## src/rtl/coil_pwm_ctl.sv

```systemverilog
// Hysteretic peak/valley current-mode PWM controller for the launch coil.
// Closes the loop on the 12-bit coil current estimate and drains the coil before reporting done.
module coil_pwm_ctl #(
   parameter int                MIN_ON  = 8,
   parameter int                MIN_OFF = 8,
   parameter int                MAX_ON  = 480,
   parameter logic signed [11:0] ILIM   = 12'sd1845
) (
   input  logic        clk,
   input  logic        reset,
   input  logic        start,
   input  logic        abort,
   input  logic        fault_clr,
   input  logic [23:0] run_len,
   input  logic [11:0] ipk,
   input  logic [11:0] ivl,
   input  logic [11:0] iest_coil,
   output logic        pwm,
   output logic        busy,
   output logic        done,
   output logic        fault,
   output logic        cfg_err,
   output logic        maxon_seen,
   output logic [15:0] pulse_cnt
);

   typedef enum logic [2:0] {
      S_IDLE,
      S_ON,
      S_OFF,
      S_DRAIN,
      S_FAULT
   } state_t;

   localparam logic [15:0]        MIN_ON_M1  = 16'(MIN_ON - 1);
   localparam logic [15:0]        MIN_OFF_M1 = 16'(MIN_OFF - 1);
   localparam logic [15:0]        MAX_ON_M1  = 16'(MAX_ON - 1);
   localparam logic [15:0]        MIN_OFF_LD = 16'(MIN_OFF);
   localparam logic signed [12:0] ILIM_S     = {ILIM[11], ILIM};

   state_t             state;
   state_t             state_nxt;
   logic [15:0]        on_cnt;
   logic [15:0]        off_cnt;
   logic [23:0]        run_tmr;

   logic signed [11:0] i_raw;
   logic signed [12:0] i_meas;
   logic signed [12:0] ipk_s;
   logic signed [12:0] ivl_s;

   logic over_i;
   logic on_max_hit;
   logic on_exit;
   logic off_ready;
   logic run_done;
   logic start_ok;
   logic start_bad;
   logic accept;
   logic reject;

   // The estimate arrives offset-binary-like; flipping the low 11 bits yields signed DN.
   assign i_raw  = iest_coil ^ 12'h7FF;
   assign i_meas = {i_raw[11], i_raw};
   assign ipk_s  = {1'b0, ipk};
   assign ivl_s  = {1'b0, ivl};

   assign over_i     = (i_meas >= ILIM_S);
   assign on_max_hit = (on_cnt == MAX_ON_M1);
   assign on_exit    = on_max_hit | ((on_cnt >= MIN_ON_M1) & (i_meas >= ipk_s));
   assign off_ready  = (off_cnt >= MIN_OFF_M1) & (i_meas <= ivl_s);
   assign run_done   = (run_tmr == 24'd0);
   assign start_ok   = start & ~abort & (ipk > ivl);
   assign start_bad  = start & ~abort & (ipk <= ivl);
   assign accept     = (state == S_IDLE) & ~over_i & start_ok;
   assign reject     = (state == S_IDLE) & ~over_i & start_bad;

   // Overcurrent outranks every other transition, including abort and fault_clr.
   always_comb begin
      state_nxt = state;
      if (over_i) begin
         state_nxt = S_FAULT;
      end else begin
         case (state)
            S_IDLE: begin
               if (start_ok) begin
                  state_nxt = (run_len == 24'd0) ? S_DRAIN : S_OFF;
               end
            end
            S_ON: begin
               if (abort) begin
                  state_nxt = S_DRAIN;
               end else if (on_exit) begin
                  state_nxt = S_OFF;
               end
            end
            S_OFF: begin
               if (abort || run_done) begin
                  state_nxt = S_DRAIN;
               end else if (off_ready) begin
                  state_nxt = S_ON;
               end
            end
            S_DRAIN: begin
               if (i_meas <= 13'sd0) begin
                  state_nxt = S_IDLE;
               end
            end
            S_FAULT: begin
               if (fault_clr) begin
                  state_nxt = S_IDLE;
               end
            end
            default: state_nxt = S_IDLE;
         endcase
      end
   end

   // Outputs decode the next state so pwm tracks state==ON with no extra lag.
   always_ff @(posedge clk or negedge reset) begin
      if (!reset) begin
         state      <= S_IDLE;
         pwm        <= 1'b0;
         busy       <= 1'b0;
         done       <= 1'b0;
         fault      <= 1'b0;
         cfg_err    <= 1'b0;
         maxon_seen <= 1'b0;
         pulse_cnt  <= 16'd0;
         on_cnt     <= 16'd0;
         off_cnt    <= 16'd0;
         run_tmr    <= 24'd0;
      end else begin
         state <= state_nxt;
         pwm   <= (state_nxt == S_ON);
         busy  <= (state_nxt == S_ON) || (state_nxt == S_OFF) || (state_nxt == S_DRAIN);
         fault <= (state_nxt == S_FAULT);
         done  <= (state == S_DRAIN) && (state_nxt == S_IDLE);

         if (state != S_ON) begin
            on_cnt <= 16'd0;
         end else if (on_cnt != 16'hFFFF) begin
            on_cnt <= on_cnt + 16'd1;
         end

         // Preloading MIN_OFF while idle lets the first pulse start immediately after start.
         if (state == S_IDLE) begin
            off_cnt <= MIN_OFF_LD;
         end else if (state == S_ON) begin
            off_cnt <= 16'd0;
         end else if ((state == S_OFF) && (off_cnt != 16'hFFFF)) begin
            off_cnt <= off_cnt + 16'd1;
         end

         if (accept) begin
            run_tmr <= run_len;
         end else if (((state == S_ON) || (state == S_OFF)) && !run_done) begin
            run_tmr <= run_tmr - 24'd1;
         end

         if (accept) begin
            cfg_err <= 1'b0;
         end else if (reject) begin
            cfg_err <= 1'b1;
         end

         if (accept) begin
            maxon_seen <= 1'b0;
         end else if ((state == S_ON) && (state_nxt == S_OFF) && on_max_hit) begin
            maxon_seen <= 1'b1;
         end

         if (accept) begin
            pulse_cnt <= 16'd0;
         end else if ((state == S_OFF) && (state_nxt == S_ON) && (pulse_cnt != 16'hFFFF)) begin
            pulse_cnt <= pulse_cnt + 16'd1;
         end
      end
   end

endmodule

```

## config.mk

```make
export PLATFORM = sky130hd
export DESIGN_NAME = coil_pwm_ctl
export DESIGN_NICKNAME = d
export VERILOG_FILES = /design/src/rtl/coil_pwm_ctl.sv
export SDC_FILE = /design/constraint.sdc
export NUM_CORES = 1
export LEC_CHECK = 0
export CAP_MARGIN = 5
export CORE_MARGIN = 4
export CORE_UTILIZATION = 35
export CTS_BUF_LIST = sky130_fd_sc_hd__clkbuf_4 sky130_fd_sc_hd__clkbuf_8
export CTS_CLUSTER_DIAMETER = 30
export DETAILED_ROUTE_END_ITERATION = 10
export HOLD_SLACK_MARGIN = 0.08
export MAX_ROUTING_LAYER = met4
export SYNTH_ARGS = -nofsm -noshare
export SYNTH_HDL_FRONTEND = slang
export SYNTH_SLANG_ARGS = --single-unit
```

## constraint.sdc

```tcl
create_clock -name clk -period 3.7 [get_ports clk]
set_clock_uncertainty 0.05 [all_clocks]
set_input_delay 1.11 -clock clk [delete_from_list [all_inputs] [get_ports clk]]
set_output_delay 1.11 -clock clk [all_outputs]
set_load 0.02 [all_outputs]
```

==> results.json <==
{
  "outcome": "finished, final reports clean",
  "die_height_um": 132,
  "core_footprint_mm2": 0.0148,
  "postSynth.asyncResetShare_pct": 100,
  "synthToLayoutAreaGrowth_pct": 29.4,
  "routabilityCongestion": 0.923,
  "timing.setup.tns_ns": 0,
  "antenna_found_initial": 1,
  "remaining_drc_errors": 0,
  "hold_path.class": "flop to flop",
  "crit_type": "primary input to flop",
  "achievable-frequency_ghz": 0.284,
  "count_of_h_tree_levels_built_during_cts": 3,
  "grt_usage_pct": 17.2,
  "start_util_pct": 36.3,
  "irDropWorstVdd_mv": 0.256,
  "first_pass_grt_wire_length_um": 24400,
  "syn-cell-area_mm2": 0.00536,
  "number_of_vias_in_the_routed_layout": 5080,
  "power.density_mw_per_mm2": 468,
  "clock_tree.buffer_depth": 2,
  "synth_cell_type_count": 60,
  "fillCellCount": 1396,
  "synth.avg_cell_area_um2": 8.57,
  "cp_data_arrival_time_ns": 3.76,
  "drive_above_1_share_pct": 8.81,
  "vias_per_std_cell": 5.44,
  "detail_route.first_pass.iterations": 5,
  "slew_viol_final": 0,
  "worst-endpoint-required_ns": 3.94,
  "clkTransAtPathRegs_ns": 0.08,
  "dieArea_mm2": 0.0174,
  "wire_per_inst_um": 15.5,
  "synth-main-ff-cell": "sky130_fd_sc_hd__dfrtp_1",
  "worstSetupEndpointType": "flop",
  "crit_path_start_kind": "primary input",
  "finalNetCount": 852,
  "synth_sequential_area_ratio_pct": 37.8,
  "number_of_global_route_vias_before_repair": 5005,
  "critical_path.cell_chain": "clkdlybuf4s50_1 > inv_1 > ha_1 > a21oi_1 > o21ai_0 > a2111oi_1 > a21oi_1 > and2_1 > or4_1 > nand2_1",
  "dr.first_iter.drc_count": 399,
  "grt_util_met1_pct": 23.2,
  "finalSetupViolations": 0,
  "yosys_warnings": 0,
  "tritoncts_clock_tree": "built",
  "crit_slowest_cell": "sky130_fd_sc_hd__or4_1",
  "place_hpwl_um": 11200,
  "total_wirelength_of_the_detailed_routed_design_um": 14400,
  "slew-limit-headroom_pct": 30.6,
  "postSynthCellCount": 625,
  "grt_util_met3_pct": 3.21,
  "grt.overflow.total": 0,
  "io_pins": 87,
  "clock_tree_root": "sky130_fd_sc_hd__clkbuf_8",
  "worst_path_largest_cell_delay_ns": 0.53,
  "tightest_slew_ns": 1.04,
  "postCtsSetupRepairBufs": 0,
  "worstSkewPairLatency_ns": 0.36,
  "placement.io_buffers": 86,
  "gr-usage-met2_pct": 26.6,
  "postSynthNetCount": 732,
  "finalPower_mw": 3.25,
  "final_antenna_net_count": 0,
  "multiInputGateArea_mm2": 0.00306,
  "cts-buffers-inserted": 9,
  "critical-path-top-cell-by-count": "sky130_fd_sc_hd__a21oi_1",
  "busiest_layer": "met2",
  "grt_start_max_net_pins": 82,
  "finalWorstPathRequiredPeriod_ns": 3.52,
  "setup_repair_after_global_routing_missed_its_margin": "no",
  "synth_edf_count": 0,
  "synth-seq-cells": 81,
  "largest_fanout_of_any_net_on_the_critical_path": 5,
  "dieWidth_um": 132,
  "final_core_utilization_pct": 47.0,
  "cellLeakagePower_nw": 3.00,
  "drv_cap": 0,
  "hold_viol": 0,
  "cts_num_sinks": 81,
  "register_area_mm2": 0.00203,
  "rows": 44,
  "layout_worst_path_cycle_share_pct": 95.1
}
## sequential cells by signal, summed over array words and instances, names as in the netlist
| register | cells |
|---|---|
| state | 3 |
| fault | 1 |
| done | 1 |
| pulse_cnt | 16 |
| run_tmr | 24 |
| pwm | 1 |
| off_cnt | 16 |
| cfg_err | 1 |
| maxon_seen | 1 |
| on_cnt | 16 |
| busy | 1 |
## stage by stage
step           setup WS [ns]  area (um2)  std cells  hold slack (ns)
6_report               0.181        6930        934            0.458
3_5_place_dp          -0.202        6700        918            0.446
2_1_floorplan          0.468        5360        625            0.420
5_1_grt               0.0482        6930        934            0.496
4_1_cts                0.184        6930        933            0.467
3_3_place_gp         -0.0772        6700        918            0.438
## Yosys cell counts, types with 7 or more instances
cell type	count	area share, %
sky130_fd_sc_hd__clkbuf_1	9	0.63
sky130_fd_sc_hd__nor3_1	17	1.6
sky130_fd_sc_hd__nor4_1	23	2.7
sky130_fd_sc_hd__o211ai_1	12	1.7
sky130_fd_sc_hd__o21ai_0	23	2.1
sky130_fd_sc_hd__and4_1	7	1.1
sky130_fd_sc_hd__nand2_1	58	4.1
sky130_fd_sc_hd__or3_1	19	2.2
sky130_fd_sc_hd__nand4_1	19	2.2
sky130_fd_sc_hd__xnor2_1	14	2.3
sky130_fd_sc_hd__nand3_1	27	2.5
sky130_fd_sc_hd__inv_1	47	3.3
sky130_fd_sc_hd__nor2_1	65	4.6
sky130_fd_sc_hd__dfrtp_1	81	38
sky130_fd_sc_hd__and3_1	9	1.1
sky130_fd_sc_hd__ha_1	42	9.8
sky130_fd_sc_hd__o21ai_1	14	1.3
sky130_fd_sc_hd__xor2_1	17	2.8
sky130_fd_sc_hd__a21oi_1	37	3.5
## final timing paths
check	start	cells after the start	endpoint	slack [ns]
max in group asynchronous	reset	1	off_cnt[6]	2.03
setup / recovery	ivl[11]	10	pulse_cnt[13]	0.18
setup reg to reg	run_tmr[0]	9	run_tmr[8]	0.67
min in group asynchronous	reset	1	pulse_cnt[10]	0.86
hold reg to reg	cfg_err	2	cfg_err	0.46
hold / removal	cfg_err	2	cfg_err	0.46
## critical path: cells and delay by family
family	cells	cell delay [ns]
AOI/OAI and AO/OA	4	0.94
and+or+nand+nor	3	0.89
buffers and inverters	2	0.53
adders and majority gates	1	0.31
## repair_timing
action,4_1_cts,5_1_grt
resized for setup,0,1
endpoints found under the setup margin,0,3
hold buffers,0,0
## cells by family (layout without fill, tap and decap cells)
group	count (synthesis)	after routing	synth area share, %
buf+inv	65	189	5.11
other cells	0	1	0
xor+xnor	31	31	5.07
flops	81	81	37.8
fa+ha+maj	42	42	9.81
mux	3	3	0.560
simple gates	276	276	26.7
compound gates	127	127	14.9
## cell type report
type | count | share of cell area [%]
Multi-Input combinational cell | 479 | 44.1
Sequential cell | 81 | 29.2
Timing Repair Buffer | 127 | 17.4
Tap cell | 184 | 3.32
Inverter | 47 | 2.54
Clock buffer | 10 | 1.89
Clock inverter | 5 | 1.50
Antenna cell | 1 | 0.0361
## layout by cell type (no fill, tap or decap), drive strengths merged, types with 4 or more instances in the layout
master | netlist | routed
nor3 | 18 | 18
or4 | 5 | 5
buf | 9 | 42
o211ai | 12 | 12
nand2 | 58 | 58
and4 | 7 | 7
nand3 | 28 | 28
a211oi | 4 | 4
and2 | 4 | 4
clkbuf | 9 | 10
xnor2 | 14 | 14
a21oi | 38 | 38
nor2b | 4 | 4
inv | 47 | 48
nand4 | 19 | 19
or3 | 19 | 19
xor2 | 17 | 17
o21ai | 37 | 37
nand2b | 4 | 4
nor2 | 65 | 65
ha | 42 | 42
and3 | 9 | 9
clkdlybuf4s50 | 0 | 85
nor4 | 23 | 23
o311ai | 6 | 6
dfrtp | 81 | 81
## per-layer routing
layer	vias up	share of wire, %
met5	-	0
met4	0	1.6
met3	17	5.0
met2	133	46
met1	2414	47
li1	2516	-
## power breakdown
| group | total (mW) | switching (mW) | leakage (nW) | internal (mW) |
|---|---|---|---|---|
| registers | 1.24 | 0.177 | 1.08 | 1.06 |
| logic | 1.23 | 0.684 | 1.80 | 0.551 |
| clock network | 0.775 | 0.321 | 0.120 | 0.454 |
| total | 3.25 | 1.18 | 3.00 | 2.06 |
No activity file was read; power rests on OpenSTA's default activity.
